File: config.mk
export PLATFORM = sky130hd
export DESIGN_NAME = cond_unit_pipe
export DESIGN_NICKNAME = d
export VERILOG_FILES = /design/src/rtl/cond_unit_pipe.sv
export SDC_FILE = /design/constraint.sdc
export NUM_CORES = 1
export LEC_CHECK = 0
export ABC_CLOCK_PERIOD_IN_PS = 2400
export BUFFER_PORTS_ARGS = -buffer_cell sky130_fd_sc_hd__buf_2
export CAP_MARGIN = 20
export CORE_ASPECT_RATIO = 2
export CORE_UTILIZATION = 33
export CTS_CLUSTER_SIZE = 20
export DETAILED_ROUTE_END_ITERATION = 10
export GPL_TIMING_DRIVEN = 0
export SYNTH_ARGS = -nofsm -noshare
export SYNTH_HDL_FRONTEND = slang
export SYNTH_SLANG_ARGS = --single-unit
export TNS_END_PERCENT = 30
File: constraint.sdc
create_clock -name Clk -period 2.4 [get_ports Clk]
set_clock_uncertainty 0.15 [all_clocks]
set_input_delay 0.24 -clock Clk [delete_from_list [all_inputs] [get_ports Clk]]
set_output_delay 0.24 -clock Clk [all_outputs]
set_load 0.02 [all_outputs]
File: src/rtl/cond_unit_pipe.sv
// Pipelined ARM conditional unit: D->E control register, NZCV flags and gated execute controls.
// Optional performance counters are enabled by defining COND_PERF_EN.
module cond_unit_pipe #(
  parameter logic [3:0] RST_FLAGS = 4'b0000,
  parameter int         CNT_W     = 16
) (
  input  logic             Clk,
  input  logic             Rst,
  input  logic             StallE,
  input  logic             FlushE,
  input  logic [3:0]       CondD,
  input  logic [1:0]       FlagWD,
  input  logic             PCSD,
  input  logic             RegWD,
  input  logic             MemWD,
  input  logic             BranchD,
  input  logic [3:0]       ALUFlags,
  output logic             PCSrcE,
  output logic             RegWriteE,
  output logic             MemWriteE,
  output logic             BranchTakenE,
  output logic             CondExE,
  output logic             ValidE,
`ifdef COND_PERF_EN
  output logic [CNT_W-1:0] CntExec,
  output logic [CNT_W-1:0] CntSquash,
`endif
  output logic [3:0]       Flags
);

  if (CNT_W < 1) begin : g_bad_cnt_w
    $error("cond_unit_pipe: CNT_W must be at least 1");
  end

  logic [3:0] cond_e;
  logic [1:0] flagw_e;
  logic       pcs_e;
  logic       regw_e;
  logic       memw_e;
  logic       branch_e;
  logic       cond_ex;
  logic       adv;
  logic       n_f, z_f, c_f, v_f;

  assign adv = !StallE | FlushE;
  assign {n_f, z_f, c_f, v_f} = Flags;

  always_comb begin
    cond_ex = 1'b0;
    case (cond_e)
      4'b0000: cond_ex = z_f;
      4'b0001: cond_ex = !z_f;
      4'b0010: cond_ex = c_f;
      4'b0011: cond_ex = !c_f;
      4'b0100: cond_ex = n_f;
      4'b0101: cond_ex = !n_f;
      4'b0110: cond_ex = v_f;
      4'b0111: cond_ex = !v_f;
      4'b1000: cond_ex = c_f & !z_f;
      4'b1001: cond_ex = !c_f | z_f;
      4'b1010: cond_ex = (n_f == v_f);
      4'b1011: cond_ex = (n_f != v_f);
      4'b1100: cond_ex = !z_f & (n_f == v_f);
      4'b1101: cond_ex = z_f | (n_f != v_f);
      4'b1110: cond_ex = 1'b1;
      default: cond_ex = 1'b0;
    endcase
  end

  assign CondExE      = ValidE & cond_ex;
  assign PCSrcE       = pcs_e & CondExE;
  assign RegWriteE    = regw_e & CondExE;
  assign MemWriteE    = memw_e & CondExE;
  assign BranchTakenE = branch_e & CondExE;

  always_ff @(posedge Clk or negedge Rst) begin
    if (!Rst) begin
      ValidE   <= 1'b0;
      cond_e   <= 4'b0000;
      flagw_e  <= 2'b00;
      pcs_e    <= 1'b0;
      regw_e   <= 1'b0;
      memw_e   <= 1'b0;
      branch_e <= 1'b0;
    end else if (adv) begin
      if (FlushE) begin
        ValidE   <= 1'b0;
        cond_e   <= 4'b0000;
        flagw_e  <= 2'b00;
        pcs_e    <= 1'b0;
        regw_e   <= 1'b0;
        memw_e   <= 1'b0;
        branch_e <= 1'b0;
      end else begin
        ValidE   <= 1'b1;
        cond_e   <= CondD;
        flagw_e  <= FlagWD;
        pcs_e    <= PCSD;
        regw_e   <= RegWD;
        memw_e   <= MemWD;
        branch_e <= BranchD;
      end
    end
  end

  // Flags commit only as the E instruction leaves, so a held instruction sees stable flags.
  always_ff @(posedge Clk or negedge Rst) begin
    if (!Rst) begin
      Flags <= RST_FLAGS;
    end else if (adv && CondExE) begin
      if (flagw_e[1]) Flags[3:2] <= ALUFlags[3:2];
      if (flagw_e[0]) Flags[1:0] <= ALUFlags[1:0];
    end
  end

`ifdef COND_PERF_EN
  always_ff @(posedge Clk or negedge Rst) begin
    if (!Rst) begin
      CntExec   <= '0;
      CntSquash <= '0;
    end else if (adv && ValidE) begin
      if (CondExE) begin
        if (CntExec != {CNT_W{1'b1}}) CntExec <= CntExec + 1'b1;
      end else begin
        if (CntSquash != {CNT_W{1'b1}}) CntSquash <= CntSquash + 1'b1;
      end
    end
  end
`endif

endmodule

Word-level counts from Yosys, hierarchy flattened
Cells that the tools add are included.
- eq/ne operators: 16
- mux-type cells: 8
- bitwise gates (word level): 10
- reduce and logical (&&, ||, !) cells: 9
- operators by type and width (operator ; count):
    equality test 4 bit (second input constant) ; 7
    equality test 4 x 3 -> 1 bit (second input constant) ; 4
    case mux 1 bit (15 select lines) ; 1
    equality test 4 x 2 -> 1 bit (second input constant) ; 2
    bitwise AND 1 bit ; 7
    zero test 1 bit ; 5
    two-way mux 1 bit ; 5
    equality test 4 x 1 -> 1 bit (second input constant) ; 1
    zero test 4 bit ; 1
    two-way mux 4 bit ; 1
    AND reduction 2 bit ; 2
    bitwise OR 1 bit ; 3
    two-way mux 2 bit ; 1
    equality test 1 bit ; 1
    logical AND 1 bit ; 1
    != test 1 bit ; 1
- bits in registers: 15
- output and inout port bits: 10
- word-level logic and storage cells: 52

Logic depth before layout (Yosys ltp)
- depth in word-level cells: 6
- gate-level depth with buffers: 7
- depth with buffers taken out: 6

Least setup slack after synthesis
Ideal clock, no wire load.
- path kind: register to output
- start: register Flags[3]
- end: output BranchTakenE
- arrival: 2159 ps
- data required time: 2010 ps
- path slack: -149 ps
- stages on the path, launching flop included: 8
- cells stage by stage: dfrtp_1 -> clkbuf_2 -> nor4b_1 -> a2111oi_2 -> o32ai_2 -> a221oi_2 -> nor2_1 -> and2_1
- longest elaborated chain between the ends: 5
- elaborated cells between the ends (all ways): 8
- those cells by class: 2 x eq/ne; 1 x mux; 4 x bitwise; 1 x reduce/logical
- RTL lines (what ; line ; source):
    start, declared ; 28 ; output logic [3:0] Flags
    start signal, assigned ; 111 ; if (flagw_e[1]) Flags[3:2] <= ALUFlags[3:2];
    != test 1 bit or equality test 1 bit (tied branches) ; - ;
    bitwise OR 1 bit or bitwise AND 1 bit (tied branches) ; 64, 63 ;
    case mux 1 bit (15 select lines) (*) ; 50 ; case (cond_e)
    bitwise AND 1 bit (*) ; 70 ; assign CondExE = ValidE & cond_ex;
    net CondExE ; 22 ; output logic CondExE,
    bitwise AND 1 bit (*) ; 74 ; assign BranchTakenE = branch_e & CondExE;
    end, declared ; 21 ; output logic BranchTakenE,
The timed path passes the listed nets; every way through them passes the cells marked *.

Final worst setup path
- start: register cond_e[2]
- end: output RegWriteE
- longest elaborated chain between the ends: 4
- elaborated cells between the ends (all ways): 18
- those cells by class: 14 x eq/ne; 1 x mux; 2 x bitwise; 1 x reduce/logical
- RTL lines (what ; line ; source):
    start, declared ; 35 ; logic [3:0] cond_e;
    start signal, assigned ; 96 ; cond_e <= CondD;
    equality test 4 bit (tied with other cells) ; 50 ;
    case mux 1 bit (15 select lines) (*) ; 50 ;
    bitwise AND 1 bit (*) ; 70 ;
    bitwise AND 1 bit (*) ; 72 ; assign RegWriteE = regw_e & CondExE;
    end, declared ; 19 ; output logic RegWriteE,
Mark *: on every way between the ends. The rest lies on a longest branch, timed or not.

==> results.sh <==
export IMPL_outcome="finished, violations left"
export IMPL_failed_checks="negative setup slack"
export IMPL_critical_path_cell_chain="buf_6 > or3b_4 > mux2_2 > o32ai_2 > a221oi_2 > nor2_2 > and2_2 > buf_6"
export IMPL_p_per_area_nw_per_um2=663
export IMPL_max_clock_freq_ghz=0.403
export IMPL_synth_area_leaders="sky130_fd_sc_hd__dfrtp_1, sky130_fd_sc_hd__mux2i_1, sky130_fd_sc_hd__mux2_1, sky130_fd_sc_hd__nor2_1, sky130_fd_sc_hd__and3b_1"
export IMPL_avgSynthCellArea_sq_um=10.4
export IMPL_cts_buffers=3
export IMPL_final_util=0.497
export IMPL_unrepaired_setup_endpoints_after_global_routing="yes"
export IMPL_place_worst_setup_slack_ps=-125
export IMPL_vias_per_cell=4.88
export IMPL_synthesis_instances=86
export IMPL_timing_max_transition_violations_final=0
export IMPL_max_stage_delay_ps=370
export IMPL_drtIter0Drc=11
export IMPL_post_synth_num_cell_types=31
export IMPL_finalWorstPathRequiredPeriod_ps=2480
export IMPL_slew_worst_pin_ps=684
export IMPL_gpl_final_weighted_congestion=0.703
export IMPL_clkSinkCount=15
export IMPL_drt_antenna_violating_nets=0
export IMPL_p_leak_uw=0.000640
export IMPL_worstSkewPairLatency_ps=240
export IMPL_grt_remaining_overflow=0
export IMPL_global_route_wire_length_before_repair_microns=3220
export IMPL_cp_buffers_inverters=2
export IMPL_worst_setup_path_start_kind="flip-flop"
export IMPL_final_layout_size_suffix_gt1_frac=0.484
export IMPL_vias=752
export IMPL_cpMaxStageDelayCell="sky130_fd_sc_hd__dfrtp_1"
export IMPL_crit_fanout=9
export IMPL_number_of_antenna_violations_at_the_first_check_in_global_routing=0
export IMPL_die_height_microns=75.7
export IMPL_hold_class="in2reg"
export IMPL_tritoncts="built"
export IMPL_drt_wl_cell_microns=12.7
export IMPL_grt_start_max_net_pins=16
export IMPL_buffer_ports_inserted=27
export IMPL_max_cap_violations=0
export IMPL_timing_critical_path_max_delay_family="simple AND/OR/NAND/NOR gates"
export IMPL_final_period_utilization=1.03
export IMPL_synthesis_area_sq_um=897
export IMPL_die_area_sq_um=2940
export IMPL_dpl_hpwl_microns=1450
export IMPL_core_rowCount=26
export IMPL_fin_total_pwr_uw=848
export IMPL_worst_ep_required_time_ps=2010
export IMPL_synth_net_count=104
export IMPL_commonest_non_fill_non_tap_cell_in_the_layout="sky130_fd_sc_hd__buf_2"
export IMPL_final_nets=145
export IMPL_synth_area_leader_cell="sky130_fd_sc_hd__dfrtp_1"
export IMPL_cts_reportedPaths_clkPinSlew_ps=60
export IMPL_drc=0
export IMPL_vias_in_the_first_global_route=764
export IMPL_area_delta_synth_final_pct=42.4
export IMPL_yosysSeqAreaShare=0.418
export IMPL_post_synth_top_area_fraction=0.418
export IMPL_timing_final_hold_violations=0
export IMPL_critPathArrivalTime_ps=2090
export IMPL_cts_root_to_sink_buffers=2
export IMPL_type_of_the_setup_path_with_the_least_slack="reg2out"
export IMPL_n_antenna_cell=0
export IMPL_yosys_warnings=0
export IMPL_io_pins=28
export IMPL_finalSetupViolations=5
export IMPL_floorplan_initialDensity=0.349
export IMPL_timing_max_slew_rel_slack=0.544
export IMPL_postSynthRegisterBits=15
export IMPL_worst_vdd_rail_ir_drop_mv=0.416
export IMPL_wl_microns=1950
export IMPL_global_route_usage_total=0.156
export IMPL_final_cell_mix="sky130_fd_sc_hd__buf_2, sky130_fd_sc_hd__dfrtp_1, sky130_fd_sc_hd__nor2_1, sky130_fd_sc_hd__mux2i_1, sky130_fd_sc_hd__buf_4"
export IMPL_coreArea_sq_um=2570
export IMPL_worstSetupEndpointType="output port"
export IMPL_worst_path_most_repeated_cell="sky130_fd_sc_hd__buf_6"
export IMPL_die_width_microns=38.9
export IMPL_drt_pass1_iterations=4
export IMPL_cts_h_tree_depth=1
export IMPL_timing_final_ws_setup_ps=-78.6
export IMPL_cts_root_buffer_cell="sky130_fd_sc_hd__clkbuf_8"
==> state kept, by name, indices dropped and copies added (netlist names) <==
register,cells
branch_e,1
regw_e,1
pcs_e,1
memw_e,1
ValidE,1
cond_e,4
Flags,4
flagw_e,2
==> synth_stat cells, drive strengths merged <==
cell,count
or3b,1
mux2,6
and3b,3
buf,4
nor4b,1
a221oi,1
mux2i,11
nand3b,1
o32ai,1
nand4,1
a2111oi,1
inv,4
dfrtp,15
o21ai,1
and2,4
xnor2,1
nor3,4
o311ai,2
nor3b,1
nor2,12
clkbuf,3
xor2,1
nand2b,1
nand3,1
a21oi,2
nand2,3
==> repair_timing <==
item                       in CTS  in global routing
hold buffers                    1                  0
hold endpoints to repair       15                  0
setup buffers                   5                  4
pin swaps                       6                  3
gates resized for setup        16                  6
setup endpoints to repair       5                  9
==> kinds of logic after synthesis <==
| kind of cell | count (synthesis) | synth area share |
|---|---|---|
| and+or+nand+nor | 33 | 0.209 |
| DFF | 15 | 0.418 |
| AOI/OAI and AO/OA | 8 | 0.0879 |
| muxes | 17 | 0.198 |
| xor gates and xnor gates | 2 | 0.0195 |
| buffers and inverters | 11 | 0.0669 |
==> per-stage QoR <==
stage               instance area, sq um  instances  setup TNS, ps  hold slack (ps)
floorplan                            911         86              0             -206
global placement                    1080        141           -401             6.74
detailed placement                  1080        141           -466             14.0
CTS                                 1210        150           -384             16.0
global route                        1280        154          -1270             27.4
finish                              1280        154           -300             19.1
==> worst paths after layout <==
| path | end | cells past startpoint | slack [ps] | startpoint |
|---|---|---|---|---|
| max in group asynchronous | Flags[2] | 2 | 1560 | Rst |
| hold reg to reg | regw_e | 2 | 380 | regw_e |
| hold / removal | ValidE | 2 | 20 | FlushE |
| setup / recovery | RegWriteE | 8 | -80 | cond_e[2] |
| min in group asynchronous | flagw_e[1] | 2 | 270 | Rst |
| setup reg to reg | Flags[2] | 9 | 0 | cond_e[2] |
==> per-layer routing <==
metal  GRT usage  wire length [microns]  vias up
li1            -                      -      378
met1       0.152                    697      349
met2       0.298                   1160       21
met3     0.00875                     68        4
met4      0.0920                     30        0
met5           0                      0        -
==> final cells by class <==
type	count	area (sq um)
Buffer	6	40.0
Clock buffer	4	45.0
Fill cell	261	1290
Inverter	4	15.0
Multi-Input combinational cell	60	526
Sequential cell	15	379
Tap cell	28	35.0
Timing Repair Buffer	37	238
==> worst reg2reg max path: stages (launching register included) <==
cell	delay, ps
sky130_fd_sc_hd__dfrtp_1	370
sky130_fd_sc_hd__buf_6	140
sky130_fd_sc_hd__or3b_4	370
sky130_fd_sc_hd__mux2_2	280
sky130_fd_sc_hd__o32ai_2	110
sky130_fd_sc_hd__a221oi_2	120
sky130_fd_sc_hd__buf_4	150
sky130_fd_sc_hd__buf_4	140
sky130_fd_sc_hd__nor3_4	140
sky130_fd_sc_hd__mux2_1	340
==> report_power, final <==
group	switching, uW	internal (uW)	leakage (uW)
clock network	82.2	117	0.0000228
logic	151	171	0.000423
registers	39.5	286	0.000194
No activity file was read; power rests on OpenSTA's default activity.
